### config.mk
export PLATFORM = sky130hd
export DESIGN_NAME = key_debounce
export DESIGN_NICKNAME = d
export VERILOG_FILES = /design/src/rtl/key_debounce.sv
export SDC_FILE = /design/constraint.sdc
export NUM_CORES = 1
export LEC_CHECK = 0
export CORE_ASPECT_RATIO = 0.6
export CORE_MARGIN = 5
export CORE_UTILIZATION = 45
export DETAILED_ROUTE_END_ITERATION = 6
export GPL_TIMING_DRIVEN = 0
export PLACE_DENSITY = 0.67
export SETUP_SLACK_MARGIN = 0.5
export SLEW_MARGIN = 20
export SYNTH_ARGS = -nofsm -noshare
export SYNTH_HDL_FRONTEND = slang
export SYNTH_SLANG_ARGS = --single-unit
### constraint.sdc
create_clock -name i_clk -period 2.8 [get_ports i_clk]
set_input_delay 0.42 -clock i_clk [delete_from_list [all_inputs] [get_ports i_clk]]
set_output_delay 0.42 -clock i_clk [all_outputs]
set_load 0.05 [all_outputs]
### src/rtl/key_debounce.sv
// key_debounce: two-flop synchronizer plus a four-state debounce FSM that yields a clean level and
// single-cycle press/release pulses. Define KEY_DEBOUNCE_REPEAT_EN to add auto-repeat while held.
module key_debounce #(
  parameter int CNT_N         = 500000,
  parameter int REPEAT_DELAY  = 25000000,
  parameter int REPEAT_PERIOD = 5000000
) (
  input  logic i_clk,
  input  logic i_rst,
  input  logic i_key,
  output logic o_level,
  output logic o_press,
  output logic o_release
);

  localparam int CW = $clog2(CNT_N);
  localparam logic [CW-1:0] CNT_LAST = CW'(CNT_N - 1);

  typedef enum logic [1:0] {
    IDLE         = 2'd0,
    PRESS_WAIT   = 2'd1,
    HELD         = 2'd2,
    RELEASE_WAIT = 2'd3
  } state_t;

  state_t          state;
  logic [CW-1:0]   cnt;
  logic            sync1;
  logic            key_s;

`ifdef KEY_DEBOUNCE_REPEAT_EN
  localparam int RMAX = (REPEAT_DELAY > REPEAT_PERIOD) ? REPEAT_DELAY : REPEAT_PERIOD;
  localparam int RW   = $clog2(RMAX);
  localparam logic [RW-1:0] DELAY_LAST  = RW'(REPEAT_DELAY - 1);
  localparam logic [RW-1:0] PERIOD_LAST = RW'(REPEAT_PERIOD - 1);

  logic [RW-1:0] rep_cnt;
  logic          rep_first;
  logic          rep_hit;

  // The first repeat waits the long delay, later ones use the shorter period.
  assign rep_hit = rep_first ? (rep_cnt == DELAY_LAST) : (rep_cnt == PERIOD_LAST);
`endif

  // Bring the active-low raw key into the clock domain as an active-high level.
  always_ff @(posedge i_clk or negedge i_rst) begin
    if (!i_rst) begin
      sync1 <= 1'b0;
      key_s <= 1'b0;
    end else begin
      sync1 <= ~i_key;
      key_s <= sync1;
    end
  end

  // Debounce FSM with shared stability counter and registered outputs.
  always_ff @(posedge i_clk or negedge i_rst) begin
    if (!i_rst) begin
      state     <= IDLE;
      cnt       <= '0;
      o_level   <= 1'b0;
      o_press   <= 1'b0;
      o_release <= 1'b0;
`ifdef KEY_DEBOUNCE_REPEAT_EN
      rep_cnt   <= '0;
      rep_first <= 1'b1;
`endif
    end else begin
      o_press   <= 1'b0;
      o_release <= 1'b0;
      case (state)
        IDLE: begin
          if (key_s) begin
            state <= PRESS_WAIT;
            cnt   <= '0;
          end
        end
        PRESS_WAIT: begin
          if (!key_s) begin
            state <= IDLE;
            cnt   <= '0;
          end else if (cnt == CNT_LAST) begin
            state   <= HELD;
            cnt     <= '0;
            o_level <= 1'b1;
            o_press <= 1'b1;
`ifdef KEY_DEBOUNCE_REPEAT_EN
            rep_cnt   <= '0;
            rep_first <= 1'b1;
`endif
          end else begin
            cnt <= cnt + 1'b1;
          end
        end
        HELD: begin
          if (!key_s) begin
            state <= RELEASE_WAIT;
            cnt   <= '0;
          end
`ifdef KEY_DEBOUNCE_REPEAT_EN
          else if (rep_hit) begin
            o_press   <= 1'b1;
            rep_cnt   <= '0;
            rep_first <= 1'b0;
          end else begin
            rep_cnt <= rep_cnt + 1'b1;
          end
`endif
        end
        RELEASE_WAIT: begin
          // A return to HELD is silent; the repeat schedule restarts from scratch.
          if (key_s) begin
            state <= HELD;
            cnt   <= '0;
`ifdef KEY_DEBOUNCE_REPEAT_EN
            rep_cnt   <= '0;
            rep_first <= 1'b1;
`endif
          end else if (cnt == CNT_LAST) begin
            state     <= IDLE;
            cnt       <= '0;
            o_level   <= 1'b0;
            o_release <= 1'b1;
          end else begin
            cnt <= cnt + 1'b1;
          end
        end
        default: begin
          state   <= IDLE;
          cnt     <= '0;
          o_level <= 1'b0;
        end
      endcase
    end
  end

endmodule
# Word-level counts from Yosys, hierarchy flattened
# Index checks and enable logic that the tools add are counted.
# classes
add_sub_neg	1
n_eq_ne	12
muxes	23
n_bitwise	1
n_reduce_logical	5
# ops
op	n
2-to-1 mux 19 bit	5
one-hot mux 19 bit (4 select lines)	1
adder 19 x 1 -> 19 bit, second input constant	1
equality test 19 bit, second input constant	1
2-to-1 mux 2 bit	6
inequality test 2 bit, second input constant	6
2-to-1 mux 1 bit	9
one-hot mux 2 bit (4 select lines)	1
inequality test 3 bit, second input constant	2
AND reduction 5 bit	1
equality test 2 bit, second input constant	2
AND reduction 4 bit	1
equality test 2 x 1 -> 1 bit, second input constant	1
logical NOT 2 bit	1
one-hot mux 1 bit (2 select lines)	1
AND reduction 2 bit	1
nonzero test 2 bit	1
inverter 1 bit	1
# totals
register_bits	26
out_inout_bits	3
elab_cells	49

# Depth between registers and ports, before layout
# depth
word_depth	4
mapped_depth	7

# Worst setup path after synthesis
# No wires, ideal clock.
# synth_path
path_kind	register to register
startpoint	reg cnt[0]
endpoint	reg cnt[13]
arrival_ns	1.636
t_required_ns	2.721
slack_ns	1.084
path_stages_with_launch	8
synth_period_minus_slack_ns	1.716
path_cell_list	dfrtp_1 ha_1 and4_1 and4_1 a21oi_4 buf_4 nand4_1 mux2i_1
# synth_via
elab_chain_len	4
# synth_rtl
element	line	text
start, declared	27	logic [CW-1:0] cnt;
start signal, assigned	92	cnt <= cnt + 1'b1;
start signal, assigned	125	cnt <= cnt + 1'b1;
adder 19 x 1 -> 19 bit / equality test 19 bit (equally long branches)	-	
2-to-1 mux 19 bit (*)	82, 119	
2-to-1 mux 19 bit, on equally long branches	112, 79	
one-hot mux 19 bit (4 select lines) (*)	71	case (state)
# Every way passes the cells marked *; elsewhere a longest branch is shown, timed or not.
# A chain may end at the register's enable or synchronous reset.

# Final worst setup path
# Same ends and word-level chain as after synthesis.

==> impl_results.md <==
* Status: finished clean
* Worst Path Max Fanout at 10
* Largest family of logic cells by synthesized area: simple AND/OR/NAND/NOR gates
* Min cycle time layout at 2080 ps
* Seq cells post-synth at 26
* GRT overflow at 0
* Max Freq at 481 MHz
* Post-synth top area share at 0.466
* Total Die Area at 0.00435 mm^2
* Crit Path Category: flip-flop to flip-flop
* Inserted Clock Buffers at 3
* WP data arrival at between 2000 and 2500 ps
* Fraction of synthesized area in multiplexers at 0.0152
* Critical Path RT at 3000 ps
* Dominant synthesized flop cell: dfrtp_1
* Slew at the pin closest to its max-slew limit at approximately 600 ps
* Worst setup path startpoint: cnt[0]
* IO Port Bufs at 5
* Adder-Cell Fraction of Synth Area at 0.00897
* Max IR drop VDD at approximately 0.25 mV
* Pwr per Cell Area at approximately 480 mW/mm^2
* Overall Power at 0.746 mW
* Die width at between 80 and 90 um
* Gate Count Post-Synth at approximately 150
* FILL cells at ~280
* Share of layout cells above drive strength 1 at 0.121
* Synth Area in Compound Gates at 0.185
* Relative slew slack at 0.597
* Final Routed Wirelength at around 3400 um
* Clk buf depth at 2
* CTS Root Cell: clkbuf_8
* Antenna viol nets, final at 0
* Post-Synth XOR/XNOR Area at 0.0117
* Sequential Area at around 650 um^2
* Core Region at approximately 0.0029 mm^2
* Final setup viols at 0
* Post-synthesis sequential area ratio at 0.466
* Row cnt at 15
* First DRT Iteration DRCs at ~100
* Initial antenna violation count at 0
* Post-cts sizing count at 0
* Hpwl dp at ~2500 um
* GRT Total Usage at 0.180
* Synth top area cells: dfrtp_1, a21oi_1, nand3_1
* Clk sinks at 26
* Drt via density at 5.97
* Yosys synthesis warning count at 0
* Worst R2R Start: cnt[0]
* Post-cts hold buffer count at 0
* CP Capture Type: flip-flop
* Max cap viols at 0
* Leading area contributor after synthesis: dfrtp_1
* Setup Skew at about 7.0 ps
* Initial Util at 0.476
* DRT Pass-1 Iters at 4
* First-pass GRT wire length at roughly 5800 um
* Antenna Cells at 0
* Synthesized area at between 0.001 and 0.0015 mm^2
* Clk_lat worst skew at approximately 270 ps
* GP Congestion at ~0.86
* RSZ-0062 raised after global routing: no
* Total number of vias at ~1200
* Number of enable flip-flop cells after synthesis at 0
* Leakage power at ~0.68 nW
* Final worst path period share at 0.742
* TritonCTS clock tree: done
* Area delta synth->final at 12.1%
* Worst setup SP type: flip-flop
* Postcts setup bufs at 0
* Setup TNS at 0 ps
* Final Slew Violations at 0
* Io pins at 6
* Syn Area/Cell at about 9.4 um^2
* FFs w/ async S/R, synth at 1.00
* CTS HTree Levels at 1
* Largest net degree at the start of global routing at 27
* Simple-Gate Fraction of Synth Area at 0.278
* Final nets at 162
* Area of the multi-input gates at just under 700 um^2
* Worst-path clk slew at about 100 ps
* Die Height at around 53 um
* Synth cell types at 38
* Hold Crit Class: primary input to asynchronous set/reset pin
* DRC viols at 0
* Number of global-route vias before repair at between 1000 and 1500
* Syn nets at between 150 and 200
* Hold Fails Final Rpt at 0
* WL per Instance at 17.1 um
cell usage in the layout, fill, tap and decap left out, types with 2 or more instances in the layout:
cell type        netlist  final
a21oi_1               15     15
and4_1                 4      4
nor2_1                 7      7
o21ai_2                3      3
nand2b_1               2      2
or2_2                  2      2
clkdlybuf4s50_1        0      4
a21o_1                 6      6
dfrtp_1               26     26
or3_1                  4      4
nand4_1                7      7
nor3b_1                2      2
inv_1                  6      6
nor4_1                 7      7
clkbuf_8               0      3
nand2_1               10     10
nand3_1               10     10
o21ai_0                9      9
a211o_1                2      2
and3_1                 3      3
clkbuf_1               2      2
nor3_1                 3      3
worst paths after layout:
kind                            to  slack (ps)  cells after the start
max                        cnt[13]         720                      7
min                         cnt[8]         140                      1
max reg2reg                cnt[13]         720                      7
max in group asynchronous    key_s        2270                      1
min in group i_clk           key_s         350                      0
min reg2reg                  key_s         350                      0
sequential cells by signal, indices dropped and copies added, names as in the netlist, named ones only:
signal and flops:
cnt 19, key_s 1, o_level 1, o_press 1, o_release 1, state 1, sync1 1
per-stage QoR:
| stage | setup slack, ps | util | area [um^2] | cells | hold slack (ps) |
|---|---|---|---|---|---|
| 2_1_floorplan | 1080 | - | 1400 | 148 | 124 |
| 6_report | 721 | 0.534 | 1560 | 199 | 141 |
| 3_3_place_gp | 839 | 0.512 | 1500 | 195 | 332 |
| 5_1_grt | 619 | 0.534 | 1560 | 199 | 184 |
| 4_1_cts | 741 | 0.534 | 1560 | 199 | 154 |
| 3_5_place_dp | 773 | 0.510 | 1490 | 195 | 336 |
report_power, final:
part	total, mW	switching, mW	internal, mW
sequential	0.386	0.00579	0.380
combinational	0.0462	0.0307	0.0155
clock	0.314	0.123	0.191
total	0.746	0.159	0.587
kinds of logic (layout without fill, tap and decap cells):
family,count (synthesis),count (layout)
AO/OA/AOI/OAI,40,40
XOR/XNOR,1,1
adder cells (fa/ha/maj),1,1
buffers and inverters,10,19
flip-flops,26,26
multiplexers,2,2
AND/OR/NAND/NOR,68,68
per-layer routing:
metal  wire length [um]  vias to the layer above  GRT usage
li1                   -                      565          -
met1               1670                      579      0.256
met2               1500                       38      0.283
met3                188                        6     0.0425
met4                 42                        0     0.0276
met5                  0                        -          0
area by class of cell:
| class | count | share of cell area |
|---|---|---|
| plain buffers | 4 | 0.0168 |
| clock inverters | 1 | 0.0192 |
| repair buffers | 5 | 0.0288 |
| well taps | 42 | 0.0336 |
| flip-flops and latches | 26 | 0.416 |
| multi-input cells | 112 | 0.445 |
| clock buffers | 3 | 0.0264 |
| inverters | 6 | 0.0144 |
critical path: stages, from the launching register on:
cell     delay (ps)
dfrtp_1         430
ha_1            260
and4_1          300
and4_1          250
a21oi_4         250
buf_4           240
nand4_1         120
mux2i_1         150
synthesized netlist by cell type, types with 3 or more instances:
master,instances
a21o_1,6
a21oi_1,15
dfrtp_1,26
and3_1,3
nand3_1,10
nor3_1,3
inv_1,6
nor4_1,7
or3_1,4
nor2_1,7
nand4_1,7
and4_1,4
o21ai_2,3
nand2_1,10
o21ai_0,9
No activity file was read; power rests on OpenSTA's default activity.
